**src/rtl/spm_pkg.sv**
```systemverilog
// Shared types and sizing helpers for the sequenced serial-parallel multiplier.
// Consumed by spm_seq_if, spm_csa_cell and spm_seq via import spm_pkg::*.
package spm_pkg;

   typedef enum logic [1:0] {
      IDLE,
      RUN,
      DONE
   } state_t;

   localparam int DEFAULT_WIDTH = 32;

   // Bits needed to count the 2*width serial steps of one multiplication.
   function automatic int cnt_width(input int width);
      return $clog2(2 * width);
   endfunction

endpackage

```
**src/rtl/spm_seq_if.sv**
```systemverilog
// Operand/product handshake bundle for spm_seq.
// The slave modport is the multiplier's view; master is the producer/consumer side.
import spm_pkg::*;

interface spm_seq_if #(
   parameter int WIDTH = DEFAULT_WIDTH
) ();

   logic               in_valid;
   logic               in_ready;
   logic [WIDTH-1:0]   x;
   logic [WIDTH-1:0]   y;
   logic               out_valid;
   logic               out_ready;
   logic [2*WIDTH-1:0] p;
   logic               busy;

   modport master (
      output in_valid, x, y, out_ready,
      input  in_ready, out_valid, p, busy
   );

   modport slave (
      input  in_valid, x, y, out_ready,
      output in_ready, out_valid, p, busy
   );

endinterface

```
**src/rtl/spm_csa_cell.sv**
```systemverilog
// One carry-save bit of the serial-parallel multiplier chain.
// Sum and carry are registered; clr restarts the cell for a new product.
import spm_pkg::*;

module spm_csa_cell (
   input  logic clk,
   input  logic rst,
   input  logic clr,
   input  logic en,
   input  logic a,
   input  logic sin,
   output logic sum,
   output logic sum_q
);

   logic c_q;

   // Full-adder sum of the partial-product bit, the upstream sum and our carry.
   always_comb begin
      sum = a ^ sin ^ c_q;
   end

   // Hold sum/carry between steps; reset or a new operand wipes the cell.
   always_ff @(posedge clk) begin
      if (!rst || clr) begin
         sum_q <= 1'b0;
         c_q   <= 1'b0;
      end else if (en) begin
         sum_q <= sum;
         c_q   <= (a & sin) | (a & c_q) | (sin & c_q);
      end
   end

endmodule

```
**src/rtl/spm_seq.sv**
```systemverilog
// Sequenced serial-parallel multiplier: accepts x/y in parallel, streams y
// LSB-first through a CSA chain for 2*WIDTH steps, then presents the product.
// Build option SPM_SEQ_UNSIGNED_EN: treat operands as unsigned (y zero-extends,
// top cell becomes an ordinary CSA cell). Default is two's complement.
import spm_pkg::*;

module spm_seq #(
   parameter int WIDTH = DEFAULT_WIDTH
) (
   input logic     clk,
   input logic     rst,
   spm_seq_if.slave bus
);

   localparam int            PW   = 2 * WIDTH;
   localparam int            CW   = cnt_width(WIDTH);
   localparam logic [CW-1:0] LAST = CW'(PW - 1);

   state_t           state;
   logic [CW-1:0]    count;
   logic [WIDTH-1:0] x_r;
   logic [WIDTH-1:0] y_sh;
   logic [PW-1:0]    p_sh;
   logic             in_ready_q;
   logic             out_valid_q;
   logic             busy_q;

   logic             ybit;
   logic             pbit;
   logic             run;
   logic             start;
   logic [WIDTH-1:0] sum_c;
   logic [WIDTH-1:0] sum_q;
   logic             unused_sums;

   assign ybit  = y_sh[0];
   assign run   = (state == RUN);
   assign start = (state == IDLE) && in_ready_q && bus.in_valid;
   assign pbit  = sum_c[0];

   // Ordinary CSA cells; each takes its upstream sum from the cell above.
   for (genvar i = 0; i < WIDTH - 1; i++) begin : g_csa
      spm_csa_cell u_cell (
         .clk   (clk),
         .rst   (rst),
         .clr   (start),
         .en    (run),
         .a     (x_r[i] & ybit),
         .sin   (sum_q[i+1]),
         .sum   (sum_c[i]),
         .sum_q (sum_q[i])
      );
   end

`ifdef SPM_SEQ_UNSIGNED_EN
   // Unsigned build: the top bit has positive weight, so it is a plain CSA cell.
   spm_csa_cell u_top_cell (
      .clk   (clk),
      .rst   (rst),
      .clr   (start),
      .en    (run),
      .a     (x_r[WIDTH-1] & ybit),
      .sin   (1'b0),
      .sum   (sum_c[WIDTH-1]),
      .sum_q (sum_q[WIDTH-1])
   );
`else
   logic tc_a;
   logic tc_sum;
   logic tc_sum_q;
   logic tc_z;

   assign tc_a   = x_r[WIDTH-1] & ybit;
   assign tc_sum = tc_a ^ tc_z;
   assign sum_c[WIDTH-1] = tc_sum;
   assign sum_q[WIDTH-1] = tc_sum_q;

   // Sign cell: serially negates the x-MSB partial-product stream (copy up to the first 1, invert after).
   always_ff @(posedge clk) begin
      if (!rst || start) begin
         tc_sum_q <= 1'b0;
         tc_z     <= 1'b0;
      end else if (run) begin
         tc_sum_q <= tc_sum;
         tc_z     <= tc_z | tc_a;
      end
   end
`endif

   assign unused_sums = ^sum_c[WIDTH-1:1];

   // Control FSM plus operand/product shifters; handshake outputs are registered.
   always_ff @(posedge clk) begin
      if (!rst) begin
         state       <= IDLE;
         count       <= '0;
         x_r         <= '0;
         y_sh        <= '0;
         p_sh        <= '0;
         in_ready_q  <= 1'b0;
         out_valid_q <= 1'b0;
         busy_q      <= 1'b0;
      end else begin
         case (state)
            IDLE: begin
               in_ready_q <= 1'b1;
               if (start) begin
                  x_r        <= bus.x;
                  y_sh       <= bus.y;
                  count      <= '0;
                  state      <= RUN;
                  in_ready_q <= 1'b0;
                  busy_q     <= 1'b1;
               end
            end
            RUN: begin
`ifdef SPM_SEQ_UNSIGNED_EN
               y_sh <= {1'b0, y_sh[WIDTH-1:1]};
`else
               y_sh <= {y_sh[WIDTH-1], y_sh[WIDTH-1:1]};
`endif
               p_sh  <= {pbit, p_sh[PW-1:1]};
               count <= count + CW'(1);
               if (count == LAST) begin
                  count       <= '0;
                  state       <= DONE;
                  out_valid_q <= 1'b1;
               end
            end
            DONE: begin
               if (bus.out_ready) begin
                  state       <= IDLE;
                  out_valid_q <= 1'b0;
                  busy_q      <= 1'b0;
                  in_ready_q  <= 1'b1;
               end
            end
            default: begin
               state       <= IDLE;
               in_ready_q  <= 1'b0;
               out_valid_q <= 1'b0;
               busy_q      <= 1'b0;
            end
         endcase
      end
   end

   assign bus.in_ready  = in_ready_q;
   assign bus.out_valid = out_valid_q;
   assign bus.busy      = busy_q;
   assign bus.p         = p_sh;

endmodule

```
**src/flat_wrapper.sv**
```systemverilog
// flat-port wrapper written by rule: the top's interface ports become plain ports
module spm_seq_flat 
#(
   parameter int WIDTH = DEFAULT_WIDTH
)
  (clk, rst, bus_in_valid, bus_x, bus_y, bus_out_ready, bus_in_ready, bus_out_valid, bus_p, bus_busy);
  spm_seq_if #(.WIDTH(WIDTH)) bus_i ();
  input logic clk;
  input logic rst;
  input wire logic [$bits(bus_i.in_valid)-1:0] bus_in_valid;
  input wire logic [$bits(bus_i.x)-1:0] bus_x;
  input wire logic [$bits(bus_i.y)-1:0] bus_y;
  input wire logic [$bits(bus_i.out_ready)-1:0] bus_out_ready;
  output wire logic [$bits(bus_i.in_ready)-1:0] bus_in_ready;
  output wire logic [$bits(bus_i.out_valid)-1:0] bus_out_valid;
  output wire logic [$bits(bus_i.p)-1:0] bus_p;
  output wire logic [$bits(bus_i.busy)-1:0] bus_busy;
  assign bus_i.in_valid = bus_in_valid;
  assign bus_i.x = bus_x;
  assign bus_i.y = bus_y;
  assign bus_i.out_ready = bus_out_ready;
  assign bus_in_ready = bus_i.in_ready;
  assign bus_out_valid = bus_i.out_valid;
  assign bus_p = bus_i.p;
  assign bus_busy = bus_i.busy;
  spm_seq #(.WIDTH(WIDTH)) u_core (.clk(clk), .rst(rst), .bus(bus_i));
endmodule
```
**config.mk**
```make
export PLATFORM = sky130hd
export DESIGN_NAME = spm_seq_flat
export DESIGN_NICKNAME = d
export VERILOG_FILES = /design/src/rtl/spm_pkg.sv /design/src/rtl/spm_seq_if.sv /design/src/rtl/spm_csa_cell.sv /design/src/rtl/spm_seq.sv /design/src/flat_wrapper.sv
export SDC_FILE = /design/constraint.sdc
export NUM_CORES = 1
export LEC_CHECK = 0
export ABC_CLOCK_PERIOD_IN_PS = 3600
export CORE_UTILIZATION = 55
export DETAILED_ROUTE_END_ITERATION = 8
export MAX_ROUTING_LAYER = met4
export PLACE_DENSITY = 0.88
export REMOVE_ABC_BUFFERS = 1
export SLEW_MARGIN = 20
export SYNTH_ARGS = -nofsm -noshare
export SYNTH_HDL_FRONTEND = slang
export SYNTH_SLANG_ARGS = --single-unit
```
**constraint.sdc**
```tcl
create_clock -name clk -period 3.6 [get_ports clk]
set_input_delay 0.72 -clock clk [delete_from_list [all_inputs] [get_ports clk]]
set_output_delay 0.72 -clock clk [all_outputs]
set_load 0.05 [all_outputs]
```
== Yosys cells after proc, flatten, opt, wreduce, memory -nomap -nowiden ==
Cells that the tools add are included.

* Add/sub/neg operators: 1
* Equality and inequality tests: 6
* Mux-type cells: 17
* Bitwise gates (word level): 253
* Reductions and logical operators: 13

{| class="wikitable"
|+ Operators by type and width
! kind !! count
|-
| $and 1x1->1 || 125
|-
| $pmux 32 s2 || 1
|-
| $or 1x1->1 || 63
|-
| $xor 1x1->1 || 63
|-
| $mux 32 || 1
|-
| $mux 6 || 2
|-
| $pmux 6 s2 || 1
|-
| $reduce_and 3->1 || 4
|-
| $pmux 1 s3 || 3
|-
| $add 6x1->6 const B || 1
|-
| $eq 6x6->1 const B || 1
|-
| $mux 2 || 3
|-
| $pmux 2 s3 || 1
|-
| $reduce_and 2->1 || 3
|-
| $mux 1 || 5
|-
| $ne 2x1->1 const B || 2
|-
| $eq 2x1->1 const B || 1
|-
| $eq 2x2->1 const B || 1
|-
| $logic_and 1x1->1 || 2
|-
| $logic_not 2->1 || 1
|-
| $ne 2x2->1 const B || 1
|-
| $not 1->1 || 2
|-
| $reduce_bool 2->1 || 1
|-
| $logic_not 1->1 || 1
|-
| $logic_or 1x1->1 || 1
|}

* Flip-flop bits (word level): 202
* Bits of input ports: 68
* Output and inout port bits: 67
* Logic and storage cells: 362

== Logic depth before layout (Yosys ltp) ==
Gate-level depths: netlist of run 1.

* Depth after elaboration: 5
* Mapped depth: 6
* Gate-level depth less buffers: 4

== Hierarchy ==
A second synthesis of run 1 with hierarchy kept.

* Cell total of the unflattened synthesis: 911
* Area total of the unflattened synthesis: 8333.0 um2

{| class="wikitable"
|+ By module, submodules not included
! module !! instances !! cells each !! area each (um2) !! sequential area each (um2)
|-
| spm_seq || 1 || 663 || 5424.0 || 2822.7
|-
| spm_csa_cell || 31 || 8 || 93.8 || 40.0
|}

== Worst setup path after synthesis of run 1 ==
No wires, ideal clock.

* Path type: input to register
* Start: in rst
* End: reg u_core.x_r[10]
* Setup time: 0.132 ns
* Arrival time: 1.461 ns
* Required time: 3.468 ns
* Setup slack: 2.007 ns
* Stages on the path: 5
* Buffers on the path: 3
* Cells stage by stage: buf_2 > clkinv_1 > buf_2 > clkbuf_1 > a21oi_1

{| class="wikitable"
|+ RTL lines
! what !! line !! text
|-
| start, declared || flat_wrapper.sv:9 || <nowiki>input logic rst;</nowiki>
|-
| end signal, assigned || spm_seq.sv:108 || <nowiki>x_r <= bus.x;</nowiki>
|-
| end, declared || spm_seq.sv:21 || <nowiki>logic [WIDTH-1:0] x_r;</nowiki>
|}

No word-level cell between the ends.

== Worst setup path in the final report of run 1 ==
* Start: reg u_core.in_ready_q, in the netlist u_core.bus.in_ready
* End: out bus_in_ready

{| class="wikitable"
|+ RTL lines
! what !! line !! text
|-
| start, declared || spm_seq.sv:24 || <nowiki>logic in_ready_q;</nowiki>
|-
| start signal, assigned || spm_seq.sv:100 || <nowiki>in_ready_q <= 1'b0;</nowiki>
|-
| start signal, assigned || spm_seq.sv:106 || <nowiki>in_ready_q <= 1'b1;</nowiki>
|-
| start signal, assigned || spm_seq.sv:112 || <nowiki>in_ready_q <= 1'b0;</nowiki>
|-
| end, declared || flat_wrapper.sv:14 || <nowiki>output wire logic [$bits(bus_i.in_ready)-1:0] bus_in_ready;</nowiki>
|}

No word-level cell between the ends.

==> out/metrics.yaml, run 1 <==
status: "finished, final reports clean"
min_from: "u_core.x_r[30]"
num_vias: 6657
tightest_slew_ns: 0.873
io_buffers: 134
die_y_um: 124
htreeDepth: 1
core-area_um2: 14600
grt_start_max_net_pins: 85
period_share_pct: 69.7
slew_viol_final: 0
yosysTopAreaCell: "dfxtp_1"
skew_ns: 0.00685
startpoint_type: "flip-flop"
cp_max_fo: 6
drtAntennaViolNets: 0
die_area_um2: 15500
track_usage_pct: 23.0
remaining_drc_errors: 0
required_ns: 2.88
ios: 135
finalPower_mw: 5.08
avgSynthCellArea_um2: 8.42
routedWlPerCell_um: 13.9
stdcell_area_um2: 10300
hpwl_mm: 10.9
cts_setup_buffers: 0
grt_pass1_wl_mm: 29.2
hold_viol_final: 0
rsz0062_at_grt: "no"
path_clk_slew_ns: 0.06
fmax_mhz: 399
synth-edff-count: 0
vdd_drop_max_mv: 0.348
postCtsHoldBufs: 0
ys.flop_type: "dfxtp_1"
num_rows: 44
maxSlewHeadroom_pct: 41.8
critPathArrivalTime_ns: 1.79
cts-buffers-inserted: 21
post_dp_cell_area_um2: 9580
antenna_found_initial: 1
yosys_warnings: 0
grt_pass1_vias: 6124
yosysTopAreaCellShare_pct: 49.1
die_w_um: 124
fin_tns_setup_ns: 0
routed_wl_mm: 17.6
clockRootBuffer: "clkbuf_16"
vias_per_cell: 5.25
drt-pass1-iter-count: 4
cp_top_family: "buffers and inverters"
powerDensity_nw_per_um2: 495
initialDrtViolationCount: 456
yosysSeqAreaShare_pct: 49.1
synth.most_common_cell: "nand2_1"
max_stage_delay_ns: 0.85
worstPathBufferInverterCount: 1
setup_slack_ns: 1.09
cap_viol_max_count: 0
crit_start: "u_core.bus.in_ready"
clock_sinks: 202
synthesis.area_um2: 8240
clock_latency_ns: 0.48
grt_remaining_overflow: 0
hold_path_class: "flip-flop to flip-flop"
setup_viol: 0
post-route-util_pct: 70.3
synth_cell_type_count: 36
cts_tree: "yes"
crit_chain: "clkdlybuf4s50_1"
dpl_worst_slack_ns: 1.02
drive_gt1_share_pct: 4.89
fin_crit_ns: 2.51
nFillCells: 1139
reg2reg_from: "u_core.state[0]"
start_util_pct: 56.5
synth_cells: 978
area_growth_pct: 24.5
endpoint_kind: "primary output"
gp_congestion: 0.774
synth_area_leaders: "dfxtp_1 49%, nand2_1 11%, fa_1 7.5%"
synthTopCellsByCount: "232 x nand2_1, 202 x dfxtp_1, 104 x a21oi_1, 97 x nor2_1, 67 x inv_1"
cpMaxStageDelayCell: "clkdlybuf4s50_1"
ys_ff_latch: 202
ctsLongestPathBuffers: 3
synth-async-reset-ratio_pct: 0
crit_type: "flip-flop to primary output"
final_nets: 1172
cts_resized: 0
p_leak_nw: 3.29
power by group:
group,internal [mW],total [mW],switching [mW]
combinational,0.225,0.558,0.332
clock,1.26,2.10,0.841
sequential,2.35,2.42,0.0642
total,3.84,5.08,1.24
layer usage:
layer	track usage (%)	up-vias	part of all wire, %
li1	-	3406	-
met1	29.4	3090	44
met2	37.7	137	50
met3	4.55	24	5.1
met4	5.03	0	1.5
met5	-	-	0
cells in the final DEF (no fill, tap or decap), types with 21 or more instances in the layout:
| cell type | netlist | routed |
|---|---|---|
| a21oi_1 | 104 | 104 |
| dfxtp_1 | 202 | 202 |
| nand2_1 | 232 | 232 |
| nor2_1 | 97 | 97 |
| nor3_1 | 40 | 40 |
| clkbuf_16 | 0 | 21 |
| a211oi_1 | 64 | 64 |
| inv_1 | 67 | 67 |
| o221ai_1 | 22 | 22 |
| clkdlybuf4s50_1 | 0 | 134 |
| fa_1 | 31 | 31 |
final timing paths:
kind	slack, ns	endpoint	depth (start not counted)
max	1.09	bus_in_ready	1
min	0.45	u_core.x_r[30]	2
max reg2reg	1.55	u_core.bus.p[21]	4
min reg2reg	0.45	u_core.x_r[30]	2
through the flow:
stage          hold slack (ns)  instances
2_1_floorplan            0.436        900
3_3_place_gp             0.443       1232
3_5_place_dp             0.448       1232
4_1_cts                  0.457       1268
5_1_grt                  0.474       1269
6_report                 0.452       1269
cells by family after synthesis:
logic type,after synthesis,share of synthesized area (%)
flip-flops,202,49.1
adder cells (fa/ha/maj),33,7.84
AND/OR/NAND/NOR,384,18.7
AO/OA/AOI/OAI,213,16.3
buffers and inverters,146,8.12
flip-flops by register name, indices dropped and copies added (netlist names):
signal / cells
u_core.g_csa.u_cell.c_q: 31
u_core.bus.busy: 1
u_core.tc_z: 1
u_core.tc_sum_q: 1
u_core.bus.in_ready: 1
u_core.y_sh: 32
u_core.bus.p: 64
u_core.state: 2
u_core.g_csa.u_cell.sum_q: 30
u_core.bus.out_valid: 1
u_core.x_r: 32
u_core.count: 6
layout make-up:
cell class	count	area, µm²	share of cell area [%]
Timing Repair Buffer	148	1500	14.6
Antenna cell	1	2.50	0.0244
Clock buffer	31	623	6.07
Sequential cell	202	4040	39.4
Clock inverter	5	50.0	0.488
Tap cell	184	230	2.24
Inverter	68	256	2.50
Multi-Input combinational cell	630	3560	34.7
worst reg2reg max path, stage by stage, from the launching register on:
cell     delay (ns)
dfxtp_1        0.54
nor2b_4        0.58
buf_4          0.50
nand2_1        0.16
a21oi_1        0.18
(Power assumes the default switching activity.)
==> inputs of run 2 (changes only) <==
ABC_CLOCK_PERIOD_IN_PS = 2500   (was 3600)
CORE_UTILIZATION = 53   (was 55)
PLACE_DENSITY = 0.85   (was 0.88)
clock period = 2.5 ns   (was 3.6 ns; I/O delays follow)
==> out/metrics.yaml, run 2 (synthesis results as in run 1) <==
num_rows: 45  # was 44
fin_tns_setup_ns: 0  # unchanged
final_cell_mix: "232 x nand2_1, 202 x dfxtp_1, 134 x clkdlybuf4s50_1, 104 x a21oi_1, 97 x nor2_1"  # unchanged
die_w_um: 127  # was 124 µm
cts-buffers-inserted: 22  # was 21
area_growth_pct: 26.0  # was 24.5%
cp_top_family: "buffers and inverters"  # unchanged
setup_viol: 0  # unchanged
remaining_drc_errors: 0  # unchanged
skew_ns: 0.0114  # was 0.00685 ns
routedWlPerCell_um: 13.7  # was 13.9 µm
max_stage_delay_ns: 0.85  # about the same
die_y_um: 127  # was 124 µm
initialDrtViolationCount: 401  # was 456
grt_remaining_overflow: 0  # unchanged
drt-pass1-iter-count: 5  # was 4
clockRootBuffer: "clkbuf_16"  # unchanged
start_util_pct: 54.2  # was 56.5%
path_clk_slew_ns: 0.06  # about the same
grt_start_max_net_pins: 99  # was 85
finalNonFillerCells: 1274  # was 1269
endpoint_kind: "primary output"  # unchanged
maxSlewHeadroom_pct: 63.1  # was 41.8%
gp_congestion: 0.782  # was 0.774
postCtsHoldBufs: 0  # unchanged
dpl_worst_slack_ns: 0.528  # was 1.02 ns
core-area_um2: 15200  # was 14600 µm²
critPathArrivalTime_ns: 1.78  # was 1.79 ns
n_antenna_cell: 0  # was 1
finalPower_mw: 7.57  # was 5.08 mW
die_area_um2: 16000  # was 15500 µm²
final_nets: 1172  # unchanged
p_leak_nw: 3.34  # was 3.29 nW
cap_viol_max_count: 0  # unchanged
grt_pass1_vias: 6363  # was 6124
cts_resized: 0  # unchanged
vdd_drop_max_mv: 0.539  # was 0.348 mV
largest_reg_flops: 64  # unchanged
fin_crit_ns: 2.28
routed_wl_mm: 17.4  # was 17.6 mm
fmax_mhz: 438
antenna_found_initial: 0  # was 1
rsz0062_at_grt: "no"  # unchanged
ctsLongestPathBuffers: 3  # unchanged
num_vias: 6690  # was 6657
ios: 135  # unchanged
cpMaxStageDelayCell: "clkdlybuf4s50_1"  # unchanged
hpwl_mm: 10.4  # was 10.9 mm
grt_pass1_wl_mm: 29.3  # was 29.2 mm
io_buffers: 134  # unchanged
worstPathBufferInverterCount: 1  # unchanged
powerDensity_nw_per_um2: 729  # was 495 nW/µm²
final_common_cell: "nand2_1"  # unchanged
crit_chain: "clkdlybuf4s50_1"  # unchanged
drtAntennaViolNets: 0  # unchanged
required_ns: 2.00  # was 2.88 ns
track_usage_pct: 22.5  # was 23.0%
vias_per_cell: 5.25  # about the same
slew_viol_final: 0  # unchanged
clock_sinks: 202  # unchanged
post-route-util_pct: 68.3  # was 70.3%
period_share_pct: 91.3
status: "finished, final reports clean"  # unchanged
hold_path_class: "flip-flop to flip-flop"  # unchanged
clock_latency_ns: 0.49  # was 0.48 ns
cts_tree: "yes"  # unchanged
post-place-cells: 1235  # was 1232
cts_setup_buffers: 0  # unchanged
drive_gt1_share_pct: 5.16  # was 4.89%
htreeDepth: 1  # unchanged
setup_slack_ns: 0.217  # was 1.09 ns
crit_type: "flip-flop to primary output"  # unchanged
cp_max_fo: 6  # unchanged
hold_viol_final: 0  # unchanged
tightest_slew_ns: 0.552  # was 0.873 ns
startpoint_type: "flip-flop"  # unchanged
run 2: cell types whose count changed in the layout (fill, tap and decap cells not counted), sizes merged:
cell    delta
clkinv     +2
diode      -1
inv        +1
bufinv     +1
buf        -1
clkbuf     -1
run 2: final cells by class:
cell class	count	area, µm²
fillers	1184	4820
flip-flops and latches	202	4040
multi-input cells	630	3550
repair buffers	147	1550
clock buffers	30	642
inverters	68	256
well taps	188	235
clock inverters	9	98.8
run 2: path summary, 6_finish.rpt:
path                                  endpoint  slack (ns)                 from  cells past startpoint
setup / recovery                  bus_in_ready        0.22  u_core.bus.in_ready                      1
hold / removal                  u_core.x_r[28]        0.45       u_core.x_r[28]                      2
setup reg to reg  u_core.g_csa[5].u_cell.sum_q        0.79       u_core.y_sh[0]                      4
hold reg to reg                 u_core.x_r[28]        0.45       u_core.x_r[28]                      2
run 2: routing by layer:
metal  GRT usage, %  routed length [µm]  vias up
met2           37.1                8360      162
li1               -                   -     3398
met1           27.8                7670     3094
met3           4.56                1000       36
met4           7.35                 410        0
met5              -                   0        -
run 2: where the power goes:
| part | switching, mW | internal (mW) |
|---|---|---|
| sequential | 0.0960 | 3.39 |
| clock | 1.26 | 2.00 |
| combinational | 0.478 | 0.339 |
| total | 1.84 | 5.73 |
run 2: through the flow:
stage	hold slack, ns	cell area [µm²]
3_3_place_gp	0.442	9640
6_report	0.455	10400
5_1_grt	0.478	10400
3_5_place_dp	0.449	9640
4_1_cts	0.456	10400
2_1_floorplan	0.436	7830
==> inputs of run 3 (changes only) <==
ABC_CLOCK_PERIOD_IN_PS = 1920   (was 2500)
CORE_UTILIZATION = 48   (was 53)
PLACE_DENSITY = 0.82   (was 0.85)
clock period = 1.92 ns   (was 2.5 ns; I/O delays follow)
==> out/metrics.yaml, run 3 (synthesis results as in run 1) <==
skew_ns: 0.0135  # was 0.0114 ns
hold_path_class: "input port to flip-flop"  # was flip-flop to flip-flop
num_vias: 6734  # was 6690
grt_start_max_net_pins: 54  # was 99
slew_viol_final: 0  # unchanged
ctsLongestPathBuffers: 3  # unchanged
post-route-util_pct: 62.7  # was 68.3%
cp_top_family: "buffers and inverters"  # unchanged
io_buffers: 134  # unchanged
die_w_um: 133  # was 127 µm
clockRootBuffer: "clkbuf_16"  # unchanged
drt-pass1-iter-count: 5  # unchanged
n_antenna_cell: 0  # unchanged
final_common_cell: "nand2_1"  # unchanged
cts_tree: "yes"  # unchanged
worstPathBufferInverterCount: 1  # unchanged
fmax_mhz: 559
p_clk_share_pct: 42.4  # was 43.2%
maxSlewHeadroom_pct: 66.1  # was 63.1%
p_switching_mw: 2.40  # was 1.84 mW
grt_remaining_overflow: 0  # unchanged
hold_viol_final: 0  # unchanged
die_y_um: 133  # was 127 µm
final_nets: 1184  # was 1172
initialDrtViolationCount: 348  # was 401
antenna_found_initial: 0  # unchanged
seqPwrFrac_pct: 46.3  # was 46.0%
dpl_worst_slack_ns: 0.0912  # was 0.528 ns
routedWlPerCell_um: 13.3  # was 13.7 µm
stdcell_area_um2: 10400  # about the same
crit_end: "bus_p[30]"  # was bus_in_ready
setup_viol: 0  # unchanged
post_dp_cell_area_um2: 9770  # was 9640 µm²
worst-r2r-setup-slack_ns: 0.25  # was 0.79 ns
die_area_um2: 17700  # was 16000 µm²
crit_chain: "dlygate4sd2_1"  # was clkdlybuf4s50_1
required_ns: 1.54  # was 2.00 ns
powerDensity_nw_per_um2: 939  # was 729 nW/µm²
drive_gt1_share_pct: 8.40  # was 5.16%
core-area_um2: 16600  # was 15200 µm²
cts_resized: 40  # was 0
vias_per_cell: 5.12  # was 5.25
cap_viol_max_count: 0  # unchanged
reg2reg_from: "u_core.state[0]"  # was u_core.y_sh[0]
switching_share_pct: 24.5  # was 24.3%
ios: 135  # unchanged
clock_latency_ns: 0.50  # was 0.49 ns
endpoint_kind: "primary output"  # unchanged
clock_sinks: 202  # unchanged
period_share_pct: 93.1
max_stage_delay_ns: 0.54  # was 0.85 ns
path_clk_slew_ns: 0.06  # about the same
crit_start: "u_core.bus.p[30]"  # was u_core.bus.in_ready
status: "finished, final reports clean"  # unchanged
routed_wl_mm: 17.5  # was 17.4 mm
critPathArrivalTime_ns: 1.40  # was 1.78 ns
p_leak_nw: 3.65  # was 3.34 nW
largest_reg_flops: 64  # unchanged
cp.depth: 1  # unchanged
remaining_drc_errors: 0  # unchanged
grt_pass1_wl_mm: 29.5  # was 29.3 mm
drtAntennaViolNets: 0  # unchanged
postCtsHoldBufs: 0  # unchanged
hpwl_mm: 11.1  # was 10.4 mm
vdd_drop_max_mv: 0.709  # was 0.539 mV
area_growth_pct: 26.6  # was 26.0%
tightest_slew_ns: 0.510  # was 0.552 ns
fin_crit_ns: 1.79
grt_pass1_vias: 6152  # was 6363
cp_max_fo: 3  # was 6
htreeDepth: 1  # unchanged
reg2regPathDepth: 5  # was 4
timing.rr.end: "u_core.g_csa[24].u_cell.sum_q"  # was u_core.g_csa[5].u_cell.sum_q
start_util_pct: 49.5  # was 54.2%
cts-buffers-inserted: 22  # unchanged
cts_setup_buffers: 0  # unchanged
final_cell_mix: "232 x nand2_1, 202 x dfxtp_1, 104 x a21oi_1, 97 x nor2_1"  # was 232 x nand2_1, 202 x dfxtp_1, 134 x clkdlybuf4s50_1, 104 x a21oi_1, 97 x nor2_1
cpMaxStageDelayCell: "dlygate4sd2_1"  # was clkdlybuf4s50_1
crit_type: "flip-flop to primary output"  # unchanged
track_usage_pct: 20.7  # was 22.5%
num_rows: 47  # was 45
setup_slack_ns: 0.132  # was 0.217 ns
power.internal_mw: 7.39  # was 5.73 mW
startpoint_type: "flip-flop"  # unchanged
rsz0062_at_grt: "no"  # unchanged
nFillCells: 1435  # was 1184
gp_congestion: 0.755  # was 0.782
pwr-share-comb_pct: 11.4  # was 10.8%
run 3: routing by layer:
layer  vias to the layer above  part of all wire [%]  track usage, %
met5                         -                     0               -
met4                         0                   2.1            5.56
met3                        31                   5.1            3.83
met2                       143                    49            33.2
met1                      3117                    44            26.6
li1                       3443                     -               -
run 3: area by class of cell:
cell class | instances | area [µm²] | share of cell area (%)
Sequential cell | 202 | 4040 | 38.8
Multi-Input combinational cell | 630 | 3560 | 34.1
Timing Repair Buffer | 159 | 1590 | 15.2
Clock buffer | 31 | 656 | 6.29
Tap cell | 220 | 275 | 2.64
Inverter | 68 | 256 | 2.46
Clock inverter | 5 | 56.3 | 0.540
run 3: worst min path at each step:
| stage | depth (start not counted) | end | from | slack, ns |
|---|---|---|---|---|
| after floorplan | 2 | u_core.tc_sum_q | u_core.tc_sum_q | 0.44 |
| after global placement | 2 | u_core.x_r[1] | u_core.x_r[1] | 0.44 |
| after detailed placement | 2 | u_core.x_r[2] | u_core.x_r[2] | 0.45 |
| after CTS | 3 | u_core.x_r[0] | bus_x[0] | 0.42 |
| after global routing | 3 | u_core.x_r[0] | bus_x[0] | 0.42 |
| final | 3 | u_core.x_r[0] | bus_x[0] | 0.43 |
run 3: worst reg2reg max path, stage by stage (launching register included):
cell and delay [ns]:
dfxtp_1 0.52, nor2b_4 0.28, buf_12 0.24, buf_12 0.21
nor2_1 0.07, a211oi_1 0.24
run 3: metrics by stage:
stage          hold WS (ns)  power (mW)  setup TNS (ns)  instances
2_1_floorplan         0.436        5.32        -1106.33        900
3_3_place_gp          0.442        5.71               0       1279
3_5_place_dp          0.449        5.74               0       1279
4_1_cts               0.419        9.89               0       1315
5_1_grt               0.417        10.2               0       1315
6_report              0.428        9.79               0       1315
run 3: power groups by stage:
stage          sequential, mW  combinational (mW)  clock, mW
2_1_floorplan            4.62               0.692          0
3_3_place_gp             4.61                1.09          0
3_5_place_dp             4.62                1.12          0
4_1_cts                  4.53                1.13       4.23
5_1_grt                  4.56                1.26       4.42
6_report                 4.53                1.12       4.15
